<file path="src/rtl/conv_window_sequencer.sv">
// rtl/conv_window_sequencer.sv - kernel/image address sequencer for valid-mode 2-D convolution
// Walks every output pixel and all MxM taps of each, feeding the MAC through a valid/ready handshake.
module conv_window_sequencer #(
  parameter int M     = 3,
  parameter int IMG_W = 8,
  parameter int IMG_H = 8,
  parameter int IAW   = 12
) (
  input  logic           clk,
  input  logic           rstn,
  input  logic           start,
  input  logic           abort,
  input  logic           ready,
  output logic           tap_valid,
  output logic [6:0]     kaddr,
  output logic [IAW-1:0] iaddr,
  output logic           first_tap,
  output logic           last_tap,
  output logic [7:0]     orow,
  output logic [7:0]     ocol,
  output logic           busy,
  output logic           done
);

  typedef enum logic [1:0] {
    IDLE = 2'd0,
    RUN  = 2'd1,
    DONE = 2'd2
  } state_t;

  localparam logic [7:0]     K_LAST   = 8'(M - 1);
  localparam logic [7:0]     COL_LAST = 8'(IMG_W - M);
  localparam logic [7:0]     ROW_LAST = 8'(IMG_H - M);
  localparam logic [IAW-1:0] ROW_PITCH = IAW'(IMG_W);

  state_t         state, state_n;
  logic [7:0]     kc, kr;
  logic [7:0]     kc_n, kr_n, ocol_n, orow_n;
  logic           final_tap;
  logic           advance;
  logic           run_n;
  logic [IAW-1:0] row_sum, col_sum;
  logic [6:0]     kaddr_n;
  logic [IAW-1:0] iaddr_n;
  logic           first_n, last_n;

  // orow/ocol outputs double as the two outer loop counters.
  assign final_tap = (kc == K_LAST) && (kr == K_LAST) &&
                     (ocol == COL_LAST) && (orow == ROW_LAST);
  assign advance   = (state == RUN) && ready;

  always_comb begin
    state_n = state;
    kc_n    = kc;
    kr_n    = kr;
    ocol_n  = ocol;
    orow_n  = orow;
    case (state)
      IDLE: begin
        if (start) begin
          state_n = RUN;
          kc_n    = 8'd0;
          kr_n    = 8'd0;
          ocol_n  = 8'd0;
          orow_n  = 8'd0;
        end
      end
      RUN: begin
        if (abort || (advance && final_tap)) begin
          state_n = abort ? IDLE : DONE;
          kc_n    = 8'd0;
          kr_n    = 8'd0;
          ocol_n  = 8'd0;
          orow_n  = 8'd0;
        end else if (advance) begin
          if (kc == K_LAST) begin
            kc_n = 8'd0;
            if (kr == K_LAST) begin
              kr_n = 8'd0;
              if (ocol == COL_LAST) begin
                ocol_n = 8'd0;
                orow_n = orow + 8'd1;
              end else begin
                ocol_n = ocol + 8'd1;
              end
            end else begin
              kr_n = kr + 8'd1;
            end
          end else begin
            kc_n = kc + 8'd1;
          end
        end
      end
      DONE: begin
        state_n = IDLE;
      end
      default: begin
        state_n = IDLE;
      end
    endcase
  end

  // Tap outputs are derived from next-state counters so they register alongside them.
  always_comb begin
    run_n   = (state_n == RUN);
    row_sum = IAW'(orow_n) + IAW'(kr_n);
    col_sum = IAW'(ocol_n) + IAW'(kc_n);
    kaddr_n = run_n ? 7'(kr_n * M + kc_n) : 7'd0;
    iaddr_n = run_n ? (row_sum * ROW_PITCH + col_sum) : '0;
    first_n = run_n && (kr_n == 8'd0) && (kc_n == 8'd0);
    last_n  = run_n && (kr_n == K_LAST) && (kc_n == K_LAST);
  end

  always_ff @(posedge clk or negedge rstn) begin
    if (!rstn) begin
      state     <= IDLE;
      kc        <= 8'd0;
      kr        <= 8'd0;
      ocol      <= 8'd0;
      orow      <= 8'd0;
      tap_valid <= 1'b0;
      kaddr     <= 7'd0;
      iaddr     <= '0;
      first_tap <= 1'b0;
      last_tap  <= 1'b0;
      busy      <= 1'b0;
      done      <= 1'b0;
    end else begin
      state     <= state_n;
      kc        <= kc_n;
      kr        <= kr_n;
      ocol      <= ocol_n;
      orow      <= orow_n;
      tap_valid <= run_n;
      kaddr     <= kaddr_n;
      iaddr     <= iaddr_n;
      first_tap <= first_n;
      last_tap  <= last_n;
      busy      <= run_n;
      done      <= (state_n == DONE);
    end
  end

endmodule

</file>
<file path="config.mk">
export PLATFORM = sky130hd
export DESIGN_NAME = conv_window_sequencer
export DESIGN_NICKNAME = d
export VERILOG_FILES = /design/src/rtl/conv_window_sequencer.sv
export SDC_FILE = /design/constraint.sdc
export NUM_CORES = 1
export LEC_CHECK = 0
export CORE_AREA = 5 5 98 100
export DETAILED_ROUTE_END_ITERATION = 6
export DIE_AREA = 0 0 103 105
export GPL_TIMING_DRIVEN = 0
export PLACE_DENSITY = 0.72
export SYNTH_ARGS = -nofsm -noshare
export SYNTH_HDL_FRONTEND = slang
export SYNTH_SLANG_ARGS = --single-unit
</file>
<file path="constraint.sdc">
create_clock -name clk -period 5.7 [get_ports clk]
set_clock_uncertainty 0.1 [all_clocks]
set_input_delay 0.855 -clock clk [delete_from_list [all_inputs] [get_ports clk]]
set_output_delay 0.855 -clock clk [all_outputs]
set_load 0.01 [all_outputs]
</file>
==> results_dict.tcl <==
set metrics [dict create \
    status "finished with violations" \
    violations "negative setup slack" \
    p_seq_frac 0.456 \
    avgRoutedWirePerCell_um 16.8 \
    synth_top_area_frac 0.337 \
    power_switching_uw 236 \
    syn_avg_cell_area_um2 9.09 \
    leakagePower_nw 2.50 \
    ctsHtreeMaxLevel 3 \
    dieHeight_um 105 \
    tritoncts "done" \
    grt_pass1_wl_um 18200 \
    layout_setup_ws_ps -32.0 \
    start_util 0.492 \
    finalCritPeriodShare 1.01 \
    period_needed_ps 5730 \
    firstDrtPassIters 4 \
    setup_viol 1 \
    synth.largest_area_cell "dfrtp_1" \
    critPathKind "flip-flop to flip-flop" \
    worst_pin_slew_ps 1150 \
    multi_input_area_um2 2800 \
    critPathRequiredTime_ps 5830 \
    path_clk_slew_ps 70 \
    cts_buffers 9 \
    wirelength_um 11100 \
    gp_congestion 0.927 \
    first_global_vias 3724 \
    clock_sinks 57 \
    grt_max_degree 42 \
    cp-end-kind "flip-flop" \
    vias 3759 \
    synth.distinct_cells 67 \
    syn_area_um2 4230 \
    maxSlewHeadroom 0.226 \
    swShare 0.260 \
    power.density_nw_per_um2 166 \
    synth_ff_type "dfrtp_1" \
    ys_seq_area_frac 0.337 \
    stdcell_count 659 \
    slew_violations 0 \
    chipWidth_um 103 \
    grtUsageTotal 0.213 \
    max_clock_freq_mhz 174 \
    core-area_um2 8590 \
    ir_drop_mv 0.0904 \
    drt_iter0_markers 169 \
    seq_area_um2 1430 \
    synth_edf_count 0 \
    intPower_uw 670 \
    postCtsHoldBufs 0 \
    dp_hpwl_um 7910 \
    dp_cells 618 \
    portBuffers 44 \
    layout-drive-gt1-share 0.185 \
    ant_nets 0 \
    arrival_ps 5860 \
    route.detailed.drc 0 \
    die_area_um2 10800 \
    rows 34 \
    clkLatencyLatePin_ps 350 \
    yosysWarnings 0 \
    syn_inst 465 \
    antenna_found_initial 0 \
    yosys-top-cells-area "dfrtp_1 (34%), ha_1 (11%), fa_1 (4.7%)" \
    power_uw 905 \
    clockPowerShare 0.435 \
    syn_to_final_growth_pct 29.3 \
    synth_fp_nets 518 \
    power_frac_comb 0.109 \
    nNetsFinal 600 \
    cts_max_path_buffers 2 \
    grt_overflow 0 \
    ios 45 \
    viasPerCell 5.70 \
    cap_violations 0 \
    rsz0062_at_grt "true" \
    hp-class "input pin to async pin" \
    cts_root_buffer "clkbuf_8" \
    hold_viol 0 \
    worst-path-max-fanout 5 \
    async_flop_share 1.00 \
    num-fill-cells 689 \
    crit_path_start_kind "flip-flop" \
    antenna_cells 0 \
    ys_ff_latch 57 \
]
-- Yosys cell counts (all sizes together), types with 7 or more instances --
cell type,count
a21o,8
a21oi,23
and2,8
buf,7
dfrtp,57
fa,10
ha,38
inv,48
nand2,43
nand3,15
nor2,30
nor2b,7
nor3,13
o21ai,41
o31ai,14
xnor2,14
xor2,7
-- per-stage QoR --
stage          utilization  hold WS (ps)  cell area [µm²]  setup TNS [ps]  worst slack [ps]
2_1_floorplan            -           391             4280               0              9.67
3_3_place_gp         0.565           417             4860           -3840             -1020
3_5_place_dp         0.567           433             4870           -4240             -1110
4_1_cts              0.615           341             5280               0              5.59
5_1_grt              0.636           364             5460            -519              -260
6_report             0.636           336             5460           -32.0             -32.0
-- layer usage --
| layer | track usage | part of all wire |
|---|---|---|
| met1 | 0.290 | 0.45 |
| met2 | 0.329 | 0.47 |
| met5 | 0 | 0 |
| met3 | 0.0393 | 0.057 |
| met4 | 0.0907 | 0.025 |
-- area by class of cell --
type	instances	share of cell area
multi-input cells	347	0.512
flip-flops and latches	57	0.261
repair buffers	71	0.119
inverters	48	0.0330
clock buffers	12	0.0284
well taps	108	0.0247
plain buffers	13	0.0151
clock inverters	3	0.00733
-- worst paths after layout --
path	slack, ps	cells after the start	from	to
worst max register to register	-30	25	kc[0]	iaddr[10]
worst min register to register	440	1	kr[7]	kr[7]
max in group asynchronous	4600	2	rstn	kaddr[6]
worst min-delay path	340	1	rstn	ocol[2]
min in group clk	440	1	kr[7]	kr[7]
worst max-delay path	-30	25	kc[0]	iaddr[10]
-- logic make-up after synthesis --
| group | Yosys count | synth area share |
|---|---|---|
| and+or+nand+nor | 160 | 0.210 |
| AOI/OAI and AO/OA | 114 | 0.178 |
| buffers and inverters | 61 | 0.0589 |
| DFF | 57 | 0.337 |
| adders and majority gates | 49 | 0.162 |
| xor gates and xnor gates | 21 | 0.0435 |
| muxes | 3 | 0.0101 |
-- placed cells by master (no fill, tap or decap), types with 3 or more instances in the layout --
| cell | instances |
|---|---|
| nand2b_1 | 3 |
| ha_1 | 33 |
| clkdlybuf4s50_1 | 42 |
| nand2_1 | 41 |
| a21oi_1 | 19 |
| clkbuf_1 | 6 |
| nor3_1 | 12 |
| xor2_1 | 6 |
| nor2b_1 | 7 |
| xnor2_1 | 13 |
| nor2_2 | 3 |
| dfrtp_1 | 57 |
| o21ai_0 | 28 |
| o31ai_2 | 3 |
| nand4_1 | 5 |
| or3_1 | 3 |
| ha_4 | 4 |
| buf_2 | 3 |
| o21ai_1 | 8 |
| o21ai_2 | 3 |
| nor4_1 | 6 |
| and2_1 | 7 |
| inv_1 | 47 |
| clkbuf_8 | 11 |
| o31ai_1 | 9 |
| nor3b_1 | 4 |
| and3_1 | 6 |
| buf_4 | 27 |
| nand3_1 | 14 |
| a21o_1 | 7 |
| a21oi_2 | 3 |
| nor2_1 | 27 |
| fa_1 | 10 |
-- worst max-delay path: stages (launching register included) --
cell      delay, ps
dfrtp_1         380
inv_1            60
ha_1            140
or4b_4          460
or3_4           410
buf_8           140
or4_4           530
buf_4           160
buf_4           130
nor2_2          120
o21ai_1          70
nand2_1         130
o41ai_4         110
ha_1            360
buf_4           160
xor2_1          160
fa_1            490
inv_1            60
ha_4            270
o21ai_2          60
o21ai_2         220
a31oi_4         140
o2111a_1        270
a211oi_2        220
and3_1          190
nor3_1           50
-- what timing repair did --
action,in CTS,in global routing
hold endpoints to repair,0,0
setup endpoints to repair,5,3
resized for setup,24,21
buffers inserted,14,12
pin swaps,12,8
-- flip-flops by register name, indices dropped and copies added (netlist names) --
register / cells
done: 1
busy: 1
ocol: 8
first_tap: 1
kr: 8
kc: 8
kaddr: 7
last_tap: 1
orow: 8
state: 2
iaddr: 12
-- power by group through the flow --
stage | Clock, mW | Sequential, mW | Combinational (mW)
CTS | 0.401 | 0.413 | 0.0944
finish | 0.394 | 0.413 | 0.0989
global route | 0.417 | 0.413 | 0.109
global placement | 0 | 0.421 | 0.0832
detailed placement | 0 | 0.421 | 0.0861
floorplan | 0 | 0.422 | 0.0465
Note: power is estimated with default switching activity, not from simulation.
